### config.mk
export PLATFORM = sky130hd
export DESIGN_NAME = mac_seq_ctrl
export DESIGN_NICKNAME = d
export VERILOG_FILES = /design/src/rtl/mac_seq_pkg.sv /design/src/rtl/mac_pipe.sv /design/src/rtl/mac_seq_ctrl.sv
export SDC_FILE = /design/constraint.sdc
export NUM_CORES = 1
export LEC_CHECK = 0
export ABC_AREA = 1
export CAP_MARGIN = 30
export CORE_MARGIN = 4
export CORE_UTILIZATION = 48
export DETAILED_ROUTE_END_ITERATION = 10
export GPL_ROUTABILITY_DRIVEN = 1
export PLACE_DENSITY = 0.68
export SYNTH_ARGS = -nofsm -noshare
export SYNTH_HDL_FRONTEND = slang
export SYNTH_SLANG_ARGS = --single-unit
### constraint.sdc
create_clock -name clk -period 12.3 [get_ports clk]
set_input_delay 2.46 -clock clk [delete_from_list [all_inputs] [get_ports clk]]
set_output_delay 2.46 -clock clk [all_outputs]
set_load 0.01 [all_outputs]
### src/rtl/mac_seq_pkg.sv
// Shared types and default widths for the multiply-accumulate sequencer.
// Saturation is only built when MAC_SEQ_SAT_EN is defined.
package mac_seq_pkg;

  localparam int DATA_W_DEF = 8;
  localparam int ACC_W_DEF  = 16;
  localparam int LEN_W_DEF  = 4;

  // Largest accumulator value at the default width; saturating builds clamp here.
  localparam logic [ACC_W_DEF-1:0] SAT_MAX_DEF = '1;

  typedef enum logic [1:0] {
    IDLE  = 2'd0,
    LOAD  = 2'd1,
    DRAIN = 2'd2,
    DONE  = 2'd3
  } state_t;

endpackage

### src/rtl/mac_pipe.sv
// Registered multiply-accumulate stage: operand regs, product-valid flag and accumulator.
// MAC_SEQ_SAT_EN selects a saturating accumulate with a sticky overflow flag.
module mac_pipe
  import mac_seq_pkg::*;
#(
  parameter int DATA_W = DATA_W_DEF,
  parameter int ACC_W  = ACC_W_DEF
) (
  input  logic              clk,
  input  logic              rst_n,
  input  logic              clr,
  input  logic              load,
  input  logic              abort,
  input  logic [DATA_W-1:0] in_a,
  input  logic [DATA_W-1:0] in_b,
  output logic [ACC_W-1:0]  acc,
  output logic              ovf,
  output logic              pv
);

  logic [DATA_W-1:0]   a_r;
  logic [DATA_W-1:0]   b_r;
  logic [2*DATA_W-1:0] prod;

  assign prod = {{DATA_W{1'b0}}, a_r} * {{DATA_W{1'b0}}, b_r};

`ifdef MAC_SEQ_SAT_EN
  // One extra bit catches the carry out so the clamp can be decided in one cycle.
  logic [ACC_W:0] sum;
  assign sum = {1'b0, acc} + (ACC_W+1)'(prod);

  always_ff @(posedge clk or negedge rst_n) begin
    if (!rst_n) begin
      acc <= '0;
      ovf <= 1'b0;
    end else if (abort) begin
      ovf <= 1'b0;
    end else if (clr) begin
      acc <= '0;
      ovf <= 1'b0;
    end else if (pv) begin
      if (sum[ACC_W]) begin
        acc <= {ACC_W{1'b1}};
        ovf <= 1'b1;
      end else begin
        acc <= sum[ACC_W-1:0];
      end
    end
  end
`else
  logic [ACC_W-1:0] sum;
  assign sum = acc + ACC_W'(prod);
  assign ovf = 1'b0;

  always_ff @(posedge clk or negedge rst_n) begin
    if (!rst_n) begin
      acc <= '0;
    end else if (!abort) begin
      if (clr) begin
        acc <= '0;
      end else if (pv) begin
        acc <= sum;
      end
    end
  end
`endif

  always_ff @(posedge clk or negedge rst_n) begin
    if (!rst_n) begin
      a_r <= '0;
      b_r <= '0;
      pv  <= 1'b0;
    end else if (abort) begin
      pv <= 1'b0;
    end else begin
      pv <= load;
      if (load) begin
        a_r <= in_a;
        b_r <= in_b;
      end
    end
  end

endmodule

### src/rtl/mac_seq_ctrl.sv
// Dot-product job sequencer: FSM, term counter and stream handshakes around mac_pipe.
// Build option MAC_SEQ_SAT_EN enables saturating accumulation and res_ovf.
module mac_seq_ctrl
  import mac_seq_pkg::*;
#(
  parameter int DATA_W = DATA_W_DEF,
  parameter int ACC_W  = ACC_W_DEF,
  parameter int LEN_W  = LEN_W_DEF
) (
  input  logic              clk,
  input  logic              rst_n,
  input  logic              start,
  input  logic [LEN_W-1:0]  cfg_len,
  input  logic              abort,
  input  logic              in_valid,
  output logic              in_ready,
  input  logic [DATA_W-1:0] in_a,
  input  logic [DATA_W-1:0] in_b,
  output logic              busy,
  output logic              res_valid,
  input  logic              res_ready,
  output logic [ACC_W-1:0]  res_data,
  output logic              res_ovf,
  output state_t            dbg_state
);

  // Handshakes: a transfer happens on a rising edge where valid && ready are both
  // high; valid and payload must hold until that edge, ready may change freely.

  state_t           state, state_nxt;
  logic [LEN_W-1:0] cnt, cnt_nxt;
  logic [LEN_W-1:0] len_q, len_nxt;
  logic             clr, load, pv;

  always_ff @(posedge clk or negedge rst_n) begin
    if (!rst_n) begin
      state <= IDLE;
      cnt   <= '0;
      len_q <= '0;
    end else begin
      state <= state_nxt;
      cnt   <= cnt_nxt;
      len_q <= len_nxt;
    end
  end

  always_comb begin
    state_nxt = state;
    cnt_nxt   = cnt;
    len_nxt   = len_q;
    clr       = 1'b0;
    load      = 1'b0;
    in_ready  = (state == LOAD);
    busy      = (state != IDLE);
    res_valid = (state == DONE);
    if (abort) begin
      state_nxt = IDLE;
      cnt_nxt   = '0;
    end else begin
      unique case (state)
        IDLE: if (start) begin
          clr       = 1'b1;
          cnt_nxt   = '0;
          len_nxt   = cfg_len;
          state_nxt = (cfg_len != '0) ? LOAD : DONE;
        end
        LOAD: if (in_valid) begin
          load    = 1'b1;
          cnt_nxt = cnt + 1'b1;
          if (cnt + 1'b1 == len_q) state_nxt = DRAIN;
        end
        DRAIN: if (pv) state_nxt = DONE;
        DONE:  if (res_ready) state_nxt = IDLE;
        default: state_nxt = IDLE;
      endcase
    end
  end

  mac_pipe #(
    .DATA_W (DATA_W),
    .ACC_W  (ACC_W)
  ) u_pipe (
    .clk   (clk),
    .rst_n (rst_n),
    .clr   (clr),
    .load  (load),
    .abort (abort),
    .in_a  (in_a),
    .in_b  (in_b),
    .acc   (res_data),
    .ovf   (res_ovf),
    .pv    (pv)
  );

  assign dbg_state = state;

endmodule
# Word-level counts from Yosys, hierarchy flattened

Cells that the tools add are included.

Flip-flop bits (word level): 43
Output and inout port bits: 22
Word-level logic and storage cells: 51

Add/subtract/negate cells: 2
$mul: 1
Eq/ne operators: 9
Mux-type cells: 21
Bitwise logic cells: 1
Reductions and logical operators: 10

Operators by type and width:

| kind                                                   | count |
|---|---|
| 2-to-1 mux 16 bit                                      | 2 |
| adder 16 bit                                           | 1 |
| multiplier 8 x 8 -> 16 bit                             | 1 |
| 2-to-1 mux 2 bit                                       | 7 |
| 2-to-1 mux 4 bit                                       | 3 |
| inequality test 3 x 2 -> 1 bit (second input constant) | 3 |
| case mux 2 bit (4 select lines)                        | 1 |
| case mux 4 bit (2 select lines)                        | 1 |
| 2-to-1 mux 1 bit                                       | 7 |
| inequality test 3 bit (second input constant)          | 2 |
| AND reduction 3 bit                                    | 2 |
| AND reduction 5 bit                                    | 1 |
| adder 4 x 1 -> 4 bit (second input constant)           | 1 |
| == test 2 bit (second input constant)                  | 2 |
| == test 4 bit                                          | 1 |
| AND reduction 2 bit                                    | 2 |
| nonzero test 2 bit                                     | 2 |
| nonzero test 4 bit                                     | 1 |
| nonzero test 3 bit                                     | 1 |
| == test 2 x 1 -> 1 bit (second input constant)         | 1 |
| logical NOT 2 bit                                      | 1 |
| inverter 1 bit                                         | 1 |

# Depth between registers and ports, before layout

Gate-level depths: netlist of run 1.

Word-level depth: 6
Mapped depth: 21
Gate-level depth less buffers: 20

# Cells and area by module

A second synthesis of run 1 with hierarchy kept.

Cells, all modules: 644
Area total of the unflattened synthesis: 4,740.8 um^2

Modules (own cells, without submodules):

| module       | times used | cells an instance | area each (um^2) | seq. area each (um^2) |
|---|---|---|---|---|
| mac_pipe     | 1          | 549               | 4,047.6          | 825.8 |
| mac_seq_ctrl | 1          | 95                | 693.2            | 250.2 |

# Worst setup path before layout of run 1

OpenSTA, ideal clock, no wires.

Path type: register -> register
From: register u_pipe.a_r[0]
To: register u_pipe.acc[10]
Arrival time: 3,848 ps
Path slack: 8,334 ps
Cell stages (with the launch flop): 18
Path buffers: 1
Period minus slack after synthesis: 3,966 ps
Path through: dfrtp_1 > clkbuf_1 > nand2_1 > fa_1 > fa_1 > inv_1 > fa_1 > inv_1 > fa_1 > inv_1 > ha_1 > nand2_1 > nor2_1 > nand2_1 > nand3_1 > or2_2 > nand3_1 > nand2_1

Cells in the longest elaborated chain, start to end: 4

Ends and longest elaborated chain:

| element                    | RTL line       | text |
|---|---|---|
| start, declared            | mac_pipe.sv:21 | `logic [DATA_W-1:0] a_r;` |
| start signal, assigned     | mac_pipe.sv:78 | `a_r <= in_a;` |
| multiplier 8 x 8 -> 16 bit | mac_pipe.sv:25 | `assign prod = {{DATA_W{1'b0}}, a_r} * {{DATA_W{1'b0}}, b_r};` |
| adder 16 bit               | mac_pipe.sv:52 | `assign sum = acc + ACC_W'(prod);` |
| 2-to-1 mux 16 bit          | mac_pipe.sv:61 | `end else if (pv) begin` |
| 2-to-1 mux 16 bit          | mac_pipe.sv:59 | `if (clr) begin` |
| end signal, assigned       | mac_pipe.sv:62 | `acc <= sum;` |
| end, declared              | mac_pipe.sv:16 | `output logic [ACC_W-1:0] acc,` |

Every way passes these cells. The select of a mux whose other input is x is not followed.
A chain may end at the register's enable or synchronous reset.

# Final worst setup path of run 1

From: register state[0] (netlist: dbg_state[0])
To: output port busy

Cells in the longest elaborated chain, start to end: 1

Ends and longest elaborated chain:

| element                | RTL line           | text |
|---|---|---|
| start, declared        | mac_seq_ctrl.sv:30 | `state_t state, state_nxt;` |
| start signal, assigned | mac_seq_ctrl.sv:41 | `state <= state_nxt;` |
| nonzero test 2 bit     | mac_seq_ctrl.sv:54 | `busy = (state != IDLE);` |
| end, declared          | mac_seq_ctrl.sv:19 | `output logic busy,` |

Every way passes these cells.

==> flow_summary_export.csv, run 1 <==
group,metric,value,unit
clock_tree,clk_path_buf_depth,2,
drt,first_pass_iters,5,
placed_design,hpwl,7.93,mm
setup_path,cp_common_cell,"inv_1",
clock_tree,clock-sinks,43,
logic_synthesis,muxShareOfSynthArea,0,
setup_path,reg2reg_depth,18,
timing,rsz0062_at_grt,"false",
timing,fin_tns_setup,0,ns
timing,worstMarginPinSlew,0.530,ns
global_route,grt-ovfl-total,0,
logic_synthesis,yosysUniqueCellTypes,35,
timing,max_freq,238,MHz
setup_path,critPathMaxStageDelay,0.54,ns
drt,drtAntennaViolNets,0,
timing,finalSetupViolCount,0,
hold_path,worstHoldPathCells,2,
hold_path,hold_path.class,"flip-flop to flip-flop",
setup_path,cp_cell_sequence,"inv_1 > ha_1 > inv_1 > clkdlybuf4s50_1",
floorplan,fp-row-count,35,
setup_path,regToRegSetupSlack,8.15,ns
setup_path,cp-end-kind,"output pin",
clock_tree,cts-buffers-inserted,5,
setup_path,r2r-start,"u_pipe.b_r[6]",
setup_path,cp-start-kind,"flip-flop",
floorplan,io-pin-count,48,
setup_path,crit_cells,4,
clock_tree,ctsHoldBuffers,0,
setup_path,critPathKind,"flip-flop to output pin",
drt,totalWireLength,9.79,mm
drt,routedWlPerCell,12.5,um
floorplan,die_h,106,um
floorplan,dieArea,11300,sq um
logic_synthesis,synth_nets,737,
drt,drt_iter0_drc,161,
setup_path,critical_path.top_delay_family,"buffers and inverters",
setup_path,crit_start,"dbg_state[0]",
clock_tree,clk_pin_slew,0.09,ns
logic_synthesis,synthSimpleGateAreaFrac,0.228,
status,outcome,"finished clean",
clock_tree,clk-insertion-delay-late,0.31,ns
global_route,grt.total_usage,0.190,
clock_tree,htree_levels,2,
clock_tree,cts_root_buffer,"clkbuf_8",
logic_synthesis,yosys_warnings,0,
floorplan,start_util,0.496,
setup_path,r2r-end,"u_pipe.acc[12]",
clock_tree,post_cts_resized,0,
floorplan,fp.dieW,106,um
global_route,grt_pass1_wl,17.3,mm
timing,skew,0.00290,ns
global_route,grt_max_degree,32,
run,cap_violations,0,
setup_path,critical_path_buf_inv_count,3,
logic_synthesis,ys_seq_area_frac,0.232,
finish,mostFrequentLayoutCell,"nand2_1",
floorplan,core-area,9330,sq um
timing,maxSlewViolCount,0,
finish,area_growth,14.3,%
clock_tree,tritoncts,"built",
global_route,grt_pass1_vias,3725,
logic_synthesis,syn_avg_cell_area,7.45,sq um
logic_synthesis,syn-instance-count,621,
finish,n_antenna_cell,0,
logic_synthesis,synthAdderAreaFrac,0.324,
drt,vias_per_cell,4.78,
finish,fin_nets,771,
setup_path,cp.arrival,1.73,ns
timing,min_period,4.19,ns
setup_path,critPathSlowestCell,"clkdlybuf4s50_1",
setup_path,cp_max_fo,6,
clock_tree,post_cts_buffers,0,
finish,drive_above_1_share,0.0351,
timing,finalCritPeriodShare,0.341,
setup_path,crit_end,"busy",
timing,slew_headroom,0.646,
finish,fill_cells,896,
logic_synthesis,synth_xor_area_frac,0.00946,
drt,vias,3749,
logic_synthesis,synth_compound_area_frac,0.0481,
logic_synthesis,synth_top_family_by_area,"adder cells",
setup_path,required,9.84,ns
placed_design,gp_congestion,0.852,
finish,layout_common_cells,"nand2_1 (206), inv_1 (161), fa_1 (50)",
logic_synthesis,syn_area,4630,sq um
timing,hold_violations,0,
logic_synthesis,synth.ff_latch_count,43,
drt,drc,0,
global_route,antenna_found_initial,0,
placed_design,portBuffers,46,
==> metal layers <==
metal  global-route usage  routed length [um]  up-vias
li1                     -                   -     1873
met5                    0                   0        -
met4               0.0305                 101        0
met2                0.317                4720       75
met3               0.0358                 419       10
met1                0.262                4550     1791
==> Yosys cell counts <==
master	number	area share
nand2_2	1	0.0014
a21oi_1	7	0.0076
inv_4	2	0.0027
nor2_8	1	0.0043
inv_1	161	0.13
inv_6	1	0.0019
dfrtp_1	43	0.23
ha_1	40	0.11
a22o_1	1	0.0019
conb_1	1	0.00081
nand3_4	1	0.0038
fa_1	50	0.22
xnor2_1	5	0.0095
a21oi_4	1	0.0035
buf_6	1	0.0024
buf_4	2	0.0032
o21ai_0	14	0.015
buf_2	1	0.0011
a32o_1	1	0.0022
nand3_1	25	0.027
nor2_1	19	0.015
o21ai_1	4	0.0043
o211ai_1	1	0.0016
clkbuf_1	16	0.013
nand3b_1	1	0.0016
o21bai_1	1	0.0016
nand2_4	1	0.0024
inv_2	2	0.0016
nand2_1	206	0.17
nand4_1	2	0.0027
o22ai_1	4	0.0054
or2_2	2	0.0027
o21ai_2	1	0.0019
o31ai_1	1	0.0016
a31oi_1	1	0.0014
==> final cells by class <==
| type | instances | area, sq um | area share |
|---|---|---|---|
| Multi-Input combinational cell | 392 | 2830 | 0.535 |
| Tap cell | 129 | 161 | 0.0305 |
| Sequential cell | 43 | 1080 | 0.203 |
| Clock inverter | 3 | 46.3 | 0.00875 |
| Inverter | 166 | 633 | 0.120 |
| Clock buffer | 5 | 68.8 | 0.0130 |
| Timing Repair Buffer | 47 | 475 | 0.0899 |
==> per-stage QoR <==
stage	instance area (sq um)	hold WS (ns)	instances	setup slack (ns)	utilization
after floorplan	4630	0.466	621	8.33	-
after detailed placement	5170	0.504	777	8.01	0.555
after CTS	5290	0.530	785	8.08	0.567
after global placement	5150	0.491	776	8.07	0.553
final	5290	0.523	785	8.11	0.567
after global routing	5290	0.548	785	7.87	0.567
==> how the worst min path moves through the flow <==
| stage | from | to | slack, ns |
|---|---|---|---|
| global route | len_q[1] | len_q[1] | 0.55 |
| floorplan | len_q[3] | len_q[3] | 0.47 |
| finish | len_q[1] | len_q[1] | 0.52 |
| detailed placement | u_pipe.acc[13] | u_pipe.acc[13] | 0.50 |
| global placement | len_q[1] | len_q[1] | 0.49 |
| CTS | len_q[1] | len_q[1] | 0.53 |
==> sequential cells by signal, indices dropped and copies added, names as in the netlist <==
| register | cells |
|---|---|
| u_pipe.pv | 1 |
| u_pipe.a_r | 8 |
| len_q | 4 |
| u_pipe.acc | 16 |
| u_pipe.b_r | 8 |
| dbg_state | 2 |
| cnt | 4 |
==> logic make-up (layout without fill, tap and decap cells) <==
family | Yosys count | in the layout
adders and majority gates | 90 | 90
and+or+nand+nor | 259 | 259
xor gates and xnor gates | 5 | 5
DFF | 43 | 43
other | 1 | 1
buffers and inverters | 186 | 221
AOI/OAI and AO/OA | 37 | 37
==> worst min-delay path, stage by stage, from the launching register on <==
cell	delay, ns
dfrtp_1	0.38
nand2_1	0.05
o21ai_0	0.06
Power of run 1 is not shown: default switching activity piles up to over one toggle a cycle in this logic, so the estimate is an artifact.
==> run 2, diff against run 1 <==
Clock period 12.3 ns to 4.2 ns, I/O delays scaled along.
==> run 2 against run 1 <==
  * Hold slack worse by 0.11 ns
  * Global-route usage up 0.46 points
  * Sequential cell count unchanged
  * Critical path depth up 12
  * Largest cell class unchanged
  * Register-to-register slack worse by 8.0 ns
==> flow_summary_export.csv, run 2 (synthesized netlist as in run 1, its figures left out) <==
group,metric,value,unit
drt,drc,0,
finish,drive_above_1_share,0.106,
clock_tree,ctsHoldBuffers,0,
drt,vias,3911,
drt,routedWlPerCell,12.6,um
drt,drt_iter0_drc,174,
setup_path,cp-end-kind,"flip-flop",
finish,layout_common_cells,"nand2_1 (202), inv_1 (161), fa_1 (48)",
clock_tree,clk-insertion-delay-late,0.31,ns
placed_design,portBuffers,46,
finish,fill_cells,869,
floorplan,die_h,106,um
floorplan,core-area,9330,sq um
setup_path,cp.arrival,4.22,ns
timing,finalSetupViolCount,0,
status,outcome,"finished clean",
drt,first_pass_iters,5,
run,cap_violations,0,
setup_path,r2r-end,"u_pipe.acc[11]",
global_route,antenna_found_initial,0,
finish,fin_nets,796,
placed_design,hpwl,8.16,mm
finish,seq_area,1090,sq um
timing,hold_violations,0,
clock_tree,clk_pin_slew,0.10,ns
clock_tree,tritoncts,"built",
global_route,grt_pass1_vias,3895,
finish,final_util,0.592,
global_route,grt-ovfl-total,0,
setup_path,critPathKind,"flip-flop to flip-flop",
timing,max_freq,249,MHz
clock_tree,cts-buffers-inserted,5,
finish,multi_input_area,2860,sq um
finish,largest_reg_flops,16,
floorplan,fp.dieW,106,um
finish,top_regs,"u_pipe.acc: 16 flops, u_pipe.a_r: 8 flops, u_pipe.b_r: 8 flops",
floorplan,dieArea,11300,sq um
global_route,grt_max_degree,32,
hold_path,hold_path.class,"input port to asynchronous set/reset pin",
finish,area_growth,19.3,%
drt,drtAntennaViolNets,0,
clock_tree,cts_root_buffer,"clkbuf_8",
drt,totalWireLength,10.2,mm
timing,min_period,4.01,ns
timing,slew_headroom,0.607,
clock_tree,htree_levels,2,
setup_path,cp_max_fo,5,
setup_path,required,4.41,ns
timing,worstMarginPinSlew,0.588,ns
setup_path,reg2reg_depth,16,
finish,mostFrequentLayoutCell,"nand2_1",
global_route,grt.total_usage,0.194,
timing,maxSlewViolCount,0,
setup_path,regToRegSetupSlack,0.19,ns
drt,vias_per_cell,4.83,
placed_design,gp_congestion,0.953,
global_route,grt_pass1_wl,17.9,mm
timing,skew,0.00371,ns
finish,n_antenna_cell,0,
floorplan,io-pin-count,48,
finish,regMostFlops,"u_pipe.acc",
setup_path,r2r-start,"u_pipe.a_r[1]",
floorplan,fp-row-count,35,
setup_path,cp-start-kind,"flip-flop",
clock_tree,clk_path_buf_depth,2,
floorplan,start_util,0.496,
timing,finalCritPeriodShare,0.955,
clock_tree,clock-sinks,43,
[run 2: cell types whose count changed in the layout (fill, tap and decap cells not counted), sizes merged]
| cell | change |
|---|---|
| buf | +23 |
| clkbuf | +2 |
| clkinv | +1 |
| clkinvlp | -1 |
[run 2: stage by stage]
stage	instance area [sq um]	hold WS (ns)	TNS [ns]	worst slack (ns)	instances
floorplan	4630	0.466	0	0.234	621
global placement	5180	0.494	0	0.0982	780
detailed placement	5200	0.506	0	0.0618	781
CTS	5320	0.420	0	0.0544	789
global route	5520	0.436	-0.0512	-0.0263	810
finish	5520	0.417	0	0.189	810
[run 2: repair_timing]
item,4_1_cts,5_1_grt
buffers inserted,0,21
resized for setup,0,27
setup endpoints to repair,0,8
[run 2: layout make-up]
| cell class | instances | area share |
|---|---|---|
| flip-flops and latches | 43 | 0.198 |
| clock inverters | 3 | 0.00861 |
| repair buffers | 72 | 0.119 |
| inverters | 166 | 0.115 |
| multi-input cells | 392 | 0.518 |
| well taps | 129 | 0.0292 |
| clock buffers | 5 | 0.0125 |
[run 2: layer usage]
metal | part of all wire | global-route usage
met3 | 0.045 | 0.0255
met5 | 0 | 0
met2 | 0.48 | 0.320
met1 | 0.47 | 0.280
met4 | 0.011 | 0.0315
[run 2: worst max-delay path: stages, from the launching register on]
cell and delay [ns]:
dfrtp_1 0.45, nand2_1 0.10, inv_1 0.06, fa_1 0.51
fa_1 0.52, fa_1 0.54, inv_1 0.05, fa_1 0.53
inv_1 0.04, ha_1 0.35, nand2_1 0.10, nand2_1 0.08
nand2_1 0.09, nand3_1 0.09, or2_2 0.27, nand3_1 0.07
nand2_1 0.05
[run 2: worst max-delay path by stage]
stage / from / end / slack, ns / depth (start not counted)
6_report: u_pipe.a_r[1] / u_pipe.acc[11] / 0.19 / 16
5_1_grt: u_pipe.b_r[7] / u_pipe.acc[11] / -0.03 / 16
4_1_cts: u_pipe.a_r[5] / u_pipe.acc[11] / 0.05 / 16
3_5_place_dp: u_pipe.a_r[5] / u_pipe.acc[11] / 0.06 / 16
3_3_place_gp: u_pipe.a_r[5] / u_pipe.acc[11] / 0.1 / 16
2_1_floorplan: u_pipe.a_r[0] / u_pipe.acc[10] / 0.23 / 17
Power of run 2 is left out for the same reason.
==> run 3, diff against run 2 <==
Settings changed: SLEW_MARGIN from default to 20.
==> results of run 3 <==
No change in the layout: final DEF, timing and power equal those of run 2.
Power of run 3 is left out for the same reason.
